File: src/rtl/julia_param_pkg.sv
// Shared constants for the Julia-set parameter bank: CTRL/STATUS bit layout and
// the register offsets derived from the channel count.
package julia_param_pkg;

   localparam int unsigned CTRL_COMMIT    = 0;
   localparam int unsigned CTRL_IMMEDIATE = 1;

   localparam int unsigned STATUS_PENDING = 0;
   localparam int unsigned STATUS_CNT_LSB = 8;
   localparam int unsigned STATUS_CNT_W   = 8;

   function automatic int unsigned ctrl_offset(int unsigned num_ch);
      return num_ch;
   endfunction

   function automatic int unsigned status_offset(int unsigned num_ch);
      return num_ch + 1;
   endfunction

endpackage

File: src/rtl/julia_param_chan.sv
// One parameter channel: software-visible shadow register plus the active copy
// that feeds the pixel engines. Apply copies shadow as registered this cycle.
module julia_param_chan #(
   parameter int unsigned DATA_W = 27
) (
   input  logic              clk,
   input  logic              reset_n,
   input  logic              we,
   input  logic [DATA_W-1:0] wdata,
   input  logic              apply,
   output logic [DATA_W-1:0] shadow,
   output logic [DATA_W-1:0] active
);

   logic [DATA_W-1:0] shadow_q;
   logic [DATA_W-1:0] active_q;

   always_ff @(posedge clk or negedge reset_n) begin
      if (!reset_n) begin
         shadow_q <= '0;
         active_q <= '0;
      end else begin
         if (we) shadow_q <= wdata;
         if (apply) active_q <= shadow_q;
      end
   end

   assign shadow = shadow_q;
   assign active = active_q;

endmodule

File: src/rtl/julia_param_bank.sv
// Double-buffered Avalon-MM parameter bank: shadow writes, then a commit swaps
// all channels to the active set either immediately or at the next frame start.
module julia_param_bank
   import julia_param_pkg::*;
#(
   parameter int unsigned NUM_CH = 4,
   parameter int unsigned DATA_W = 27,
   parameter int unsigned ADDR_W = 3
) (
   input  logic                     clk,
   input  logic                     reset_n,
   input  logic [ADDR_W-1:0]        avs_address,
   input  logic                     avs_write,
   input  logic [31:0]              avs_writedata,
   input  logic                     avs_read,
   output logic [31:0]              avs_readdata,
   input  logic                     frame_start,
   output logic [NUM_CH*DATA_W-1:0] param_out,
   output logic                     param_valid,
   output logic                     commit_pending
);

   localparam logic [ADDR_W-1:0] CtrlAddr   = ADDR_W'(ctrl_offset(NUM_CH));
   localparam logic [ADDR_W-1:0] StatusAddr = ADDR_W'(status_offset(NUM_CH));

   logic [DATA_W-1:0] shadow [NUM_CH];
   logic [DATA_W-1:0] active [NUM_CH];

   logic                    ctrl_wr;
   logic                    commit_req;
   logic                    imm_d;
   logic                    pending_d;
   logic                    apply;
   logic                    imm_q;
   logic                    pending_q;
   logic                    valid_q;
   logic [STATUS_CNT_W-1:0] cnt_q;
   logic [31:0]             rdata_d;
   logic [31:0]             rdata_q;
   logic                    unused_wdata;

   assign unused_wdata = ^avs_writedata;

   // COMMIT is judged against the IMMEDIATE value written in the same access.
   always_comb begin
      ctrl_wr    = avs_write && (avs_address == CtrlAddr);
      imm_d      = ctrl_wr ? avs_writedata[CTRL_IMMEDIATE] : imm_q;
      commit_req = ctrl_wr && avs_writedata[CTRL_COMMIT];
      apply      = (commit_req && imm_d) || (pending_q && frame_start);
      pending_d  = pending_q;
      if (apply) begin
         pending_d = 1'b0;
      end else if (commit_req) begin
         pending_d = 1'b1;
      end
   end

   for (genvar k = 0; k < NUM_CH; k++) begin : g_chan
      julia_param_chan #(
         .DATA_W (DATA_W)
      ) u_chan (
         .clk     (clk),
         .reset_n (reset_n),
         .we      (avs_write && (avs_address == ADDR_W'(k))),
         .wdata   (avs_writedata[DATA_W-1:0]),
         .apply   (apply),
         .shadow  (shadow[k]),
         .active  (active[k])
      );
      assign param_out[k*DATA_W +: DATA_W] = active[k];
   end

   always_comb begin
      rdata_d = '0;
      for (int k = 0; k < NUM_CH; k++) begin
         if (avs_address == ADDR_W'(k)) rdata_d = 32'(shadow[k]);
      end
      if (avs_address == CtrlAddr) begin
         rdata_d[CTRL_IMMEDIATE] = imm_q;
      end
      if (avs_address == StatusAddr) begin
         rdata_d[STATUS_PENDING]                   = pending_q;
         rdata_d[STATUS_CNT_LSB +: STATUS_CNT_W]   = cnt_q;
      end
   end

   always_ff @(posedge clk or negedge reset_n) begin
      if (!reset_n) begin
         imm_q     <= 1'b0;
         pending_q <= 1'b0;
         valid_q   <= 1'b0;
         cnt_q     <= '0;
         rdata_q   <= '0;
      end else begin
         imm_q     <= imm_d;
         pending_q <= pending_d;
         valid_q   <= apply;
         if (apply) cnt_q <= cnt_q + 1'b1;
         if (avs_read) rdata_q <= rdata_d;
      end
   end

   assign avs_readdata   = rdata_q;
   assign param_valid    = valid_q;
   assign commit_pending = pending_q;

endmodule

File: config.mk
export PLATFORM = sky130hd
export DESIGN_NAME = julia_param_bank
export DESIGN_NICKNAME = d
export VERILOG_FILES = /design/src/rtl/julia_param_pkg.sv /design/src/rtl/julia_param_chan.sv /design/src/rtl/julia_param_bank.sv
export SDC_FILE = /design/constraint.sdc
export NUM_CORES = 1
export LEC_CHECK = 0
export ABC_AREA = 0
export CAP_MARGIN = 20
export CORE_ASPECT_RATIO = 0.8
export CORE_MARGIN = 3
export CORE_UTILIZATION = 44
export DETAILED_ROUTE_END_ITERATION = 10
export PLACE_DENSITY_LB_ADDON = 0.25
export SETUP_SLACK_MARGIN = 0.15
export SYNTH_ARGS = -nofsm -noshare
export SYNTH_HDL_FRONTEND = slang
export SYNTH_SLANG_ARGS = --single-unit
File: constraint.sdc
create_clock -name clk -period 1.7 [get_ports clk]
set_clock_uncertainty 0.05 [all_clocks]
set_input_delay 0.34 -clock clk [delete_from_list [all_inputs] [get_ports clk]]
set_output_delay 0.34 -clock clk [all_outputs]
set_load 0.01 [all_outputs]
Yosys cells after proc, flatten, opt, wreduce, memory -nomap -nowiden
Index checks and enable logic that the tools add are counted.
{"block": "op_classes", "n_addsub": 1, "n_eq_ne": 5, "mux": 10, "n_reduce_logical": 11}
{"cell": "32-bit two-way mux", "count": 3}
{"cell": "27-bit two-way mux", "count": 1}
{"cell": "8-bit by 1-bit adder with 8-bit output, second input constant", "count": 1}
{"cell": "1-bit logical AND", "count": 8}
{"cell": "8-bit two-way mux", "count": 1}
{"cell": "3-bit by 2-bit equality test with 1-bit output, second input constant", "count": 2}
{"cell": "3-bit equality test, second input constant", "count": 2}
{"cell": "1-bit two-way mux", "count": 5}
{"cell": "3-bit by 1-bit equality test with 1-bit output, second input constant", "count": 1}
{"cell": "3-bit zero test", "count": 1}
{"cell": "2-bit nonzero test", "count": 1}
{"cell": "1-bit logical OR", "count": 1}
{"block": "word_totals", "reg_bits": 259, "out_inout_bits": 142}

Logic depth before layout (Yosys ltp)
Gate-level depths: netlist of run 1.
{"block": "depth", "ltp_word": 6, "mapped_depth": 8, "mapped_depth_nobuf": 4}

By module
Synthesis of run 1 repeated with hierarchy kept, for this count alone.
{"block": "hier_totals", "cells_unflattened": 647, "area_unflattened_um2": 11218.3}
{"module": "julia_param_chan", "n_inst": 4, "cells_each": 114, "area_each_um2": 2212.1, "seq_area_each_um2": 1351.3}
{"module": "julia_param_bank", "n_inst": 1, "cells_each": 191, "area_each_um2": 2369.8, "seq_area_each_um2": 950.9}

Least setup slack after synthesis of run 1
Ideal clock, no wire load.
{"block": "synth_timing", "kind": "in2reg", "start": "input avs_address[1]", "end": "register g_chan[3].u_chan.active_q[10]", "setup_ns": 0.125, "arrival_ns": 1.711, "t_required_ns": 1.525, "path_slack_ns": -0.186, "stages": 7, "n_path_buf": 4, "path_cell_list": "buf_2 -> nor4bb_4 -> a32o_1 -> buf_6 -> buf_12 -> buf_6 -> mux2_2"}
{"block": "synth_via", "elab_chain_cells": 5}
{"item": "from (decl)", "line": "julia_param_bank.sv:12", "rtl": "input logic [ADDR_W-1:0] avs_address,"}
{"item": "3-bit equality test (*)", "line": "julia_param_bank.sv:46", "rtl": "ctrl_wr = avs_write && (avs_address == CtrlAddr);"}
{"item": "1-bit logical AND (*)", "line": "julia_param_bank.sv:46"}
{"item": "1-bit two-way mux / 1-bit logical AND (equally long branches)", "line": "julia_param_bank.sv:47, julia_param_bank.sv:48"}
{"item": "1-bit logical AND (*)", "line": "julia_param_bank.sv:49", "rtl": "apply = (commit_req && imm_d) || (pending_q && frame_start);"}
{"item": "1-bit logical OR (*)", "line": "julia_param_bank.sv:49"}
{"item": "to (signal assigned)", "line": "julia_param_chan.sv:24", "rtl": "if (apply) active_q <= shadow_q;"}
{"item": "to (decl)", "line": "julia_param_chan.sv:16", "rtl": "logic [DATA_W-1:0] active_q;"}
Every way passes the cells marked *; elsewhere a longest branch is shown, timed or not.
A chain may end at the register's enable or synchronous reset.

Worst setup path after layout of run 1
{"block": "layout_timing", "start": "register pending_q (netlist: commit_pending)", "end": "register g_chan[3].u_chan.active_q[17]"}
{"block": "layout_via", "elab_chain_cells": 2}
{"item": "from (decl)", "line": "julia_param_bank.sv:35", "rtl": "logic pending_q;"}
{"item": "from (signal assigned)", "line": "julia_param_bank.sv:96", "rtl": "pending_q <= pending_d;"}
{"item": "1-bit logical AND", "line": "julia_param_bank.sv:49"}
{"item": "1-bit logical OR", "line": "julia_param_bank.sv:49"}
Every way passes these cells.

==> results of run 1 <==
## state kept, by name, summed over array words and instances, names as in the netlist
register / count
avs_readdata: 27
cnt_q: 8
commit_pending: 1
g_chan.u_chan.active: 108
g_chan.u_chan.shadow: 108
imm_q: 1
param_valid: 1
## layout make-up
class / count / area share, %
inverters: 35 / 0.992
clock inverters: 2 / 0.0756
well taps: 306 / 2.89
repair buffers: 235 / 14.0
multi-input cells: 328 / 27.6
flip-flops and latches: 254 / 48.0
clock buffers: 43 / 6.46
## metal layers
layer	vias to the layer above	routed length (microns)
li1	2792	-
met1	3294	10900
met2	143	12200
met3	42	1430
met4	6	453
met5	-	41
## placed cells by master (no fill, tap or decap), types with 5 or more instances in the layout
master and n:
a21oi_1 10, clkbuf_2 54, buf_2 74, a22oi_1 9, xnor2_1 5, buf_12 17, mux2_2 207, conb_1 5
inv_1 35, clkdlybuf4s15_1 7, dfrtp_1 254, clkdlybuf4s15_2 6, buf_4 41, mux2_4 11, clkbuf_8 12, clkdlybuf4s50_1 28
nand4_1 5, nor2_1 12, o22ai_1 17, clkbuf_16 27, mux4_2 27
## cells by family after synthesis
| logic type | after synthesis | share of synthesized area [%] |
|---|---|---|
| flops | 254 | 61.6 |
| mux | 245 | 29.7 |
| buf+inv | 76 | 3.82 |
| compound gates | 38 | 2.33 |
| simple gates | 32 | 1.75 |
| xor+xnor | 7 | 0.595 |
| fa+ha+maj | 1 | 0.121 |
| other cells | 1 | 0.0364 |
## through the flow
stage / instances / power (mW) / hold WS, ps
floorplan: 658 / 12.7 / -5.59
global placement: 1134 / 16.4 / 215
detailed placement: 1134 / 16.7 / 220
CTS: 1198 / 21.9 / 158
global route: 1203 / 22.4 / 183
finish: 1203 / 21.2 / 178
## worst register-to-register path, stage by stage (launching register included)
cell and delay, ps:
dfrtp_1 400, a32o_4 300, buf_8 150, buf_6 120, buf_16 140, mux2_4 290
## what timing repair did
action | in CTS | in global routing
endpoints found under the setup margin | 290 | 136
resized for setup | 407 | 80
setup buffers | 15 | 5
pin swaps | 2 | 3
cloned | 3 | 0
hold buffers | 1 | 0
endpoints found under the hold margin | 39 | 0
## how the worst min path moves through the flow
| stage | start | endpoint | cells after the start |
|---|---|---|---|
| 6_report | avs_read | avs_readdata[0] | 2 |
| 5_1_grt | avs_read | avs_readdata[0] | 2 |
| 4_1_cts | avs_read | avs_readdata[0] | 2 |
| 3_5_place_dp | reset_n | g_chan[1].u_chan.active[20] | 1 |
| 3_3_place_gp | reset_n | g_chan[1].u_chan.active[20] | 1 |
| 2_1_floorplan | reset_n | avs_readdata[0] | 0 |
## power breakdown
group / leakage [nW] / internal, mW / total (mW) / switching (mW)
registers: 3.10 / 8.07 / 9.38 / 1.31
clock network: 0.432 / 3.40 / 5.65 / 2.25
logic: 2.54 / 3.57 / 6.20 / 2.64
==> results.yml, run 1 <==
setup_path:
  r2r_start: "commit_pending"
  critPathCaptureType: "flop"
  crit_cells: 5
  timing.critical_path.arrival_ps: 1920
  critPathLaunchType: "flop"
  slowest_delay_ps: 400
  worstSetupStartpoint: "commit_pending"
  cp_data_required_time_ps: 2050
  r2r_end: "g_chan[3].u_chan.active[17]"
  path_max_fanout: 9
  crit_type: "reg -> reg"
  crit_end: "g_chan[3].u_chan.active[17]"
  critPathSlowestCell: "dfrtp_1"
  reg2regPathDepth: 5
  crit_family: "buffers and inverters"
  cp_num_buf_inv: 3
  r2r_slack_ps: 130
  critical_path.cell_chain: "a32o_4, buf_8, buf_6, buf_16, mux2_4"
power_and_ir_drop:
  p_leak_nw: 6.07
  power.density_nw_per_um2: 1600
  vdd_drop_max_uv: 823
layout:
  fillers: 1832
  drive_gt1_share_pct: 55.1
  area_growth_pct: 28.5
  fin_util_pct: 58.2
  ff_latch_area_sq_um: 6360
  antennaDiodeCount: 0
  finish.net_count: 921
  multi_input_area_sq_um: 3660
  fin_area_sq_um: 13200
cts:
  cts_tree: "yes"
  clk_pin_slew_ps: 60
  clock_latency_ps: 520
  cts_buffers: 26
  cts_max_level: 1
  clock-sinks: 254
  clock_tree.root_cell: "clkbuf_16"
  clock_path_buffers: 3
yosys:
  synth_top_area_share_pct: 61.6
  synth_top_cell_by_area: "dfrtp_1"
  synthFlopType: "dfrtp_1"
  synth_cells: 654
  async_reset_ff_share_pct: 100
  synth_area_leaders: "dfrtp_1, mux2_2, mux4_2, inv_1, o22ai_1"
  synth_commonest_cells: "dfrtp_1, mux2_2, inv_1, mux4_2, buf_2"
  ys_seq_elements: 254
  synth.most_common_cell: "dfrtp_1"
  yosysSeqAreaShare_pct: 61.6
  synth-edff-count: 0
  synth_area_sq_um: 10300
  synth.distinct_cells: 29
  avgSynthCellArea_sq_um: 15.8
  yosysWarnings: 0
placement:
  gp_congestion: 0.812
  dp_slack_ps: -636
  port-buffer-count: 171
  dp_hpwl_mm: 16.9
  dpl-instance-area_sq_um: 12700
floorplanning:
  start_util_pct: 45.3
  fp.dieArea_sq_um: 25300
  coreArea_sq_um: 22700
  num_rows: 49
  die_y_microns: 143
  io_pins: 182
  die_w_microns: 177
sta:
  slew_viol_final: 0
  rsz0062_at_grt: "true"
  fin_ws_ps: 125
  fin_crit_ps: 1570
  setup_viol: 0
  period_share_pct: 92.6
  max_freq_mhz: 635
  hold_violations: 0
  fin_tns_setup_ps: 0
drt:
  first_iter_violations: 285
  drcViolationCount: 0
  ant_nets: 0
  vias: 6277
  wl_per_cell_microns: 20.8
  wl_mm: 25.1
  dr.pass1.iters: 4
  detail_route.vias_per_cell: 5.22
global_routing:
  grt_usage_pct: 20.0
  use_met1_pct: 26.9
  met2_usage_pct: 33.1
  antenna_found_initial: 3
  grt_max_degree: 66
  use_met3_pct: 5.00
  grt_busiest_layer: "met2"
  first_global_vias: 6733
  grt_first_pass_wirelength_mm: 39.5
  overflow: 0
run_status:
  status: "finished, final reports clean"
hold_path:
  worstHoldPathType: "in -> reg"
run:
  max-cap-violations: 0
(Power assumes the default switching activity.)
==> inputs of run 2 (changes only) <==
SKIP_CTS_REPAIR_TIMING = 1   (was default)
SLEW_MARGIN = 10   (was default)
==> results.yml, run 2 (synthesized netlist as in run 1, its figures left out) <==
drt:
  vias: 6229
  wl_mm: 25.2
  drcViolationCount: 0
  ant_nets: 0
  first_iter_violations: 274
  wl_per_cell_microns: 21.2
  dr.pass1.iters: 4
  detail_route.vias_per_cell: 5.25
sta:
  fin_crit_ps: 1610
  period_share_pct: 94.7
  max_freq_mhz: 621
  hold_violations: 0
  holdWs_ps: 179
  slew_viol_final: 0
  rsz0062_at_grt: "true"
  setup_viol: 0
setup_path:
  crit_type: "reg -> out"
  path_max_fanout: 5
  slowest_delay_ps: 450
  crit_family: "flip-flops"
  critPathSlowestCell: "dfrtp_1"
  cp_num_buf_inv: 1
  critPathCaptureType: "output pin"
  critPathLaunchType: "flop"
  critical_path.cell_chain: "dlymetal6s2s_1"
  cp_data_required_time_ps: 1310
  timing.critical_path.arrival_ps: 1220
power_and_ir_drop:
  vdd_drop_max_uv: 876
  p_int_mw: 15.7
  p_leak_nw: 7.49
  p_sw_mw: 6.13
  p_clk_share_pct: 25.8
  power.density_nw_per_um2: 1560
  fin_total_pwr_mw: 21.8
  p_comb_share_pct: 31.3
  switching_share_pct: 28.0
  seqPwrFrac_pct: 42.9
cts:
  clock_tree.root_cell: "clkbuf_16"
  clock_path_buffers: 3
  clock_latency_ps: 520
  cts_buffers: 26
  cts_tree: "yes"
  cts_max_level: 1
  clk_pin_slew_ps: 60
  clock-sinks: 254
layout:
  finish.net_count: 905
  fin_util_pct: 61.7
  fin_cells: 1187
  mostFrequentLayoutCell: "dfrtp_1"
  layout_common_cells: "dfrtp_1, mux2_2, dlymetal6s2s_1"
  area_growth_pct: 36.0
  antennaDiodeCount: 0
  drive_gt1_share_pct: 39.3
run_status:
  status: "finished, final reports clean"
global_routing:
  grt_max_degree: 66
  antenna_found_initial: 3
  first_global_vias: 6634
  overflow: 0
  grt_usage_pct: 19.6
  grt_first_pass_wirelength_mm: 38.7
placement:
  placed_cells: 1134
  gp_congestion: 0.812
  port-buffer-count: 171
  dp_hpwl_mm: 16.9
floorplanning:
  fp.dieArea_sq_um: 25300
  io_pins: 182
  start_util_pct: 45.3
  coreArea_sq_um: 22700
  die_y_microns: 143
  num_rows: 49
  die_w_microns: 177
hold_path:
  worstHoldPathType: "in -> reg"
run:
  max-cap-violations: 0
run 2: cell count changes in the layout (fill, tap and decap cells not counted), sizes merged:
cell,before,now
dlygate4sd2,1,0
a32o,1,2
dlymetal6s2s,0,139
buf,138,48
clkdlybuf4s15,13,0
clkbuf,97,45
run 2: area by class of cell:
| type | instances | area, sq um |
|---|---|---|
| clock buffers | 43 | 856 |
| multi-input cells | 329 | 3660 |
| repair buffers | 218 | 2630 |
| well taps | 306 | 383 |
| flip-flops and latches | 254 | 6360 |
| clock inverters | 2 | 10.0 |
| fillers | 1702 | 8720 |
| inverters | 35 | 131 |
run 2: per-stage QoR:
stage	worst slack (ps)	area, sq um	setup TNS (ps)
finish	90.2	14000	0
global route	68.7	14000	0
CTS	-279	13600	-23730
detailed placement	-636	12700	-109080
global placement	-588	12700	-104200
floorplan	-117	10400	-9190
run 2: per-layer routing:
metal  vias to the layer above  share of wire, %  global-route usage, %
met5                         -              0.16                      0
met4                         6               1.6                   4.59
met3                        38               6.0                   5.18
met2                       147                49                   32.1
met1                      3265                43                   26.4
li1                       2773                 -                      -
run 2: final timing paths:
path	startpoint	cells past startpoint	slack [ps]	to
setup / recovery	commit_pending	1	90	commit_pending
hold / removal	avs_read	2	180	avs_readdata[0]
setup reg to reg	commit_pending	3	200	g_chan[3].u_chan.active[18]
hold reg to reg	cnt_q[7]	1	430	cnt_q[7]
max in group asynchronous	reset_n	3	610	g_chan[1].u_chan.shadow[22]
min in group asynchronous	reset_n	2	260	g_chan[0].u_chan.active[20]
run 2: power groups by stage:
stage	combinational (mW)	clock (mW)	sequential, mW
after global routing	7.32	6.04	9.64
after CTS	7.22	5.78	9.44
after global placement	7.01	0	9.40
final	6.83	5.65	9.37
after floorplan	2.87	0	9.79
after detailed placement	7.18	0	9.52
==> inputs of run 3 (changes only) <==
clock period = 1.4 ns   (was 1.7 ns; I/O delays follow)
==> results.yml, run 3 (synthesized netlist as in run 1, its figures left out) <==
floorplanning:
  coreArea_sq_um: 22700
  io_pins: 182
  num_rows: 49
  die_y_microns: 143
  start_util_pct: 45.3
  die_w_microns: 177
  fp.dieArea_sq_um: 25300
global_routing:
  grt_first_pass_wirelength_mm: 39.0
  overflow: 0
  first_global_vias: 6696
  grt_max_degree: 70
  grt_usage_pct: 19.7
  antenna_found_initial: 0
sta:
  fin_ws_ps: -112
  fin_crit_ps: 1510
  rsz0062_at_grt: "true"
  setup_viol: 111
  fin_tns_setup_ps: -9260
  slew_viol_final: 0
  hold_violations: 0
  period_share_pct: 108
  max_freq_mhz: 662
drt:
  wl_mm: 27.4
  dr.pass1.iters: 4
  vias: 6539
  wl_per_cell_microns: 22.0
  first_iter_violations: 402
  drcViolationCount: 0
  ant_nets: 0
  detail_route.vias_per_cell: 5.25
setup_path:
  crit_family: "flip-flops"
  r2r_end: "g_chan[3].u_chan.active[6]"
  reg2regPathDepth: 4
  cp_data_required_time_ps: 1750
  critical_path.cell_chain: "a32o_4, buf_12, clkbuf_16, mux2_2"
  crit_type: "reg -> reg"
  timing.critical_path.arrival_ps: 1860
  r2r_slack_ps: -110
  slowest_delay_ps: 420
  cp_num_buf_inv: 2
  r2r_start: "commit_pending"
  critPathCaptureType: "flop"
  critPathSlowestCell: "dfrtp_1"
  path_max_fanout: 8
  critPathLaunchType: "flop"
cts:
  clock_latency_ps: 510
  clk_pin_slew_ps: 60
  clock-sinks: 254
  clock_path_buffers: 3
  cts_buffers: 25
  clock_tree.root_cell: "clkbuf_16"
  cts_max_level: 1
  cts_tree: "yes"
hold_path:
  worstHoldPathType: "in -> reg"
  min_path_cells: 2
  holdCritStartpoint: "avs_read"
  min_to: "avs_readdata[25]"
layout:
  fin_util_pct: 61.2
  drive_gt1_share_pct: 59.0
  antennaDiodeCount: 0
  area_growth_pct: 35.0
  finish.net_count: 966
  layout_common_cells: "dfrtp_1, mux2_2, clkbuf_2"
  mostFrequentLayoutCell: "dfrtp_1"
placement:
  gp_congestion: 0.766
  dp_hpwl_mm: 17.0
  port-buffer-count: 171
run_status:
  status: "complete, but fails checks"
  violations: "negative setup slack"
run:
  max-cap-violations: 0
power_and_ir_drop:
  p_leak_nw: 6.40
  vdd_drop_max_uv: 963
  power.density_nw_per_um2: 1930
==> run 3: power breakdown <==
part | switching, mW | leakage [nW] | internal, mW
Clock | 2.72 | 0.394 | 3.90
Sequential | 1.71 | 3.10 | 9.80
Combinational | 3.54 | 2.90 | 5.22
Total | 7.96 | 6.40 | 18.9
==> run 3: area by class of cell <==
class | count | area, sq um
fill | 1669 | 8820
sequential | 254 | 6360
multi-input combinational | 328 | 3760
timing repair buffer | 281 | 2490
clock buffer | 35 | 713
tap | 306 | 383
inverter | 35 | 131
clock inverter | 7 | 91.3
==> run 3: layer usage <==
metal  GRT usage [%]  up-vias  part of all wire [%]
met2            32.4      169                    48
met5               0        -                     0
met3            4.39       36                   5.9
li1                -     2881                     -
met4            4.30        0                   1.6
met1            27.3     3453                    44
==> run 3: worst max path at each step <==
| stage | from | to | slack, ps | cells past startpoint |
|---|---|---|---|---|
| 2_1_floorplan | avs_address[0] | g_chan[3].u_chan.active[10] | -360 | 7 |
| 3_3_place_gp | avs_address[2] | g_chan[0].u_chan.active[26] | -900 | 5 |
| 3_5_place_dp | avs_address[2] | g_chan[0].u_chan.active[26] | -950 | 5 |
| 4_1_cts | commit_pending | commit_pending | -490 | 1 |
| 5_1_grt | commit_pending | g_chan[1].u_chan.active[9] | -130 | 4 |
| 6_report | commit_pending | g_chan[3].u_chan.active[6] | -110 | 4 |
==> run 3: stage by stage <==
step | cells | worst slack (ps) | total power, mW | instance area, sq um | hold WS [ps]
5_1_grt | 1246 | -134 | 28.2 | 13900 | 26.6
2_1_floorplan | 658 | -357 | 15.4 | 10500 | -65.6
3_3_place_gp | 1133 | -899 | 19.9 | 12700 | 80.4
6_report | 1246 | -112 | 26.9 | 13900 | 29.0
3_5_place_dp | 1133 | -947 | 20.3 | 12700 | 80.3
4_1_cts | 1175 | -487 | 27.0 | 13500 | -466
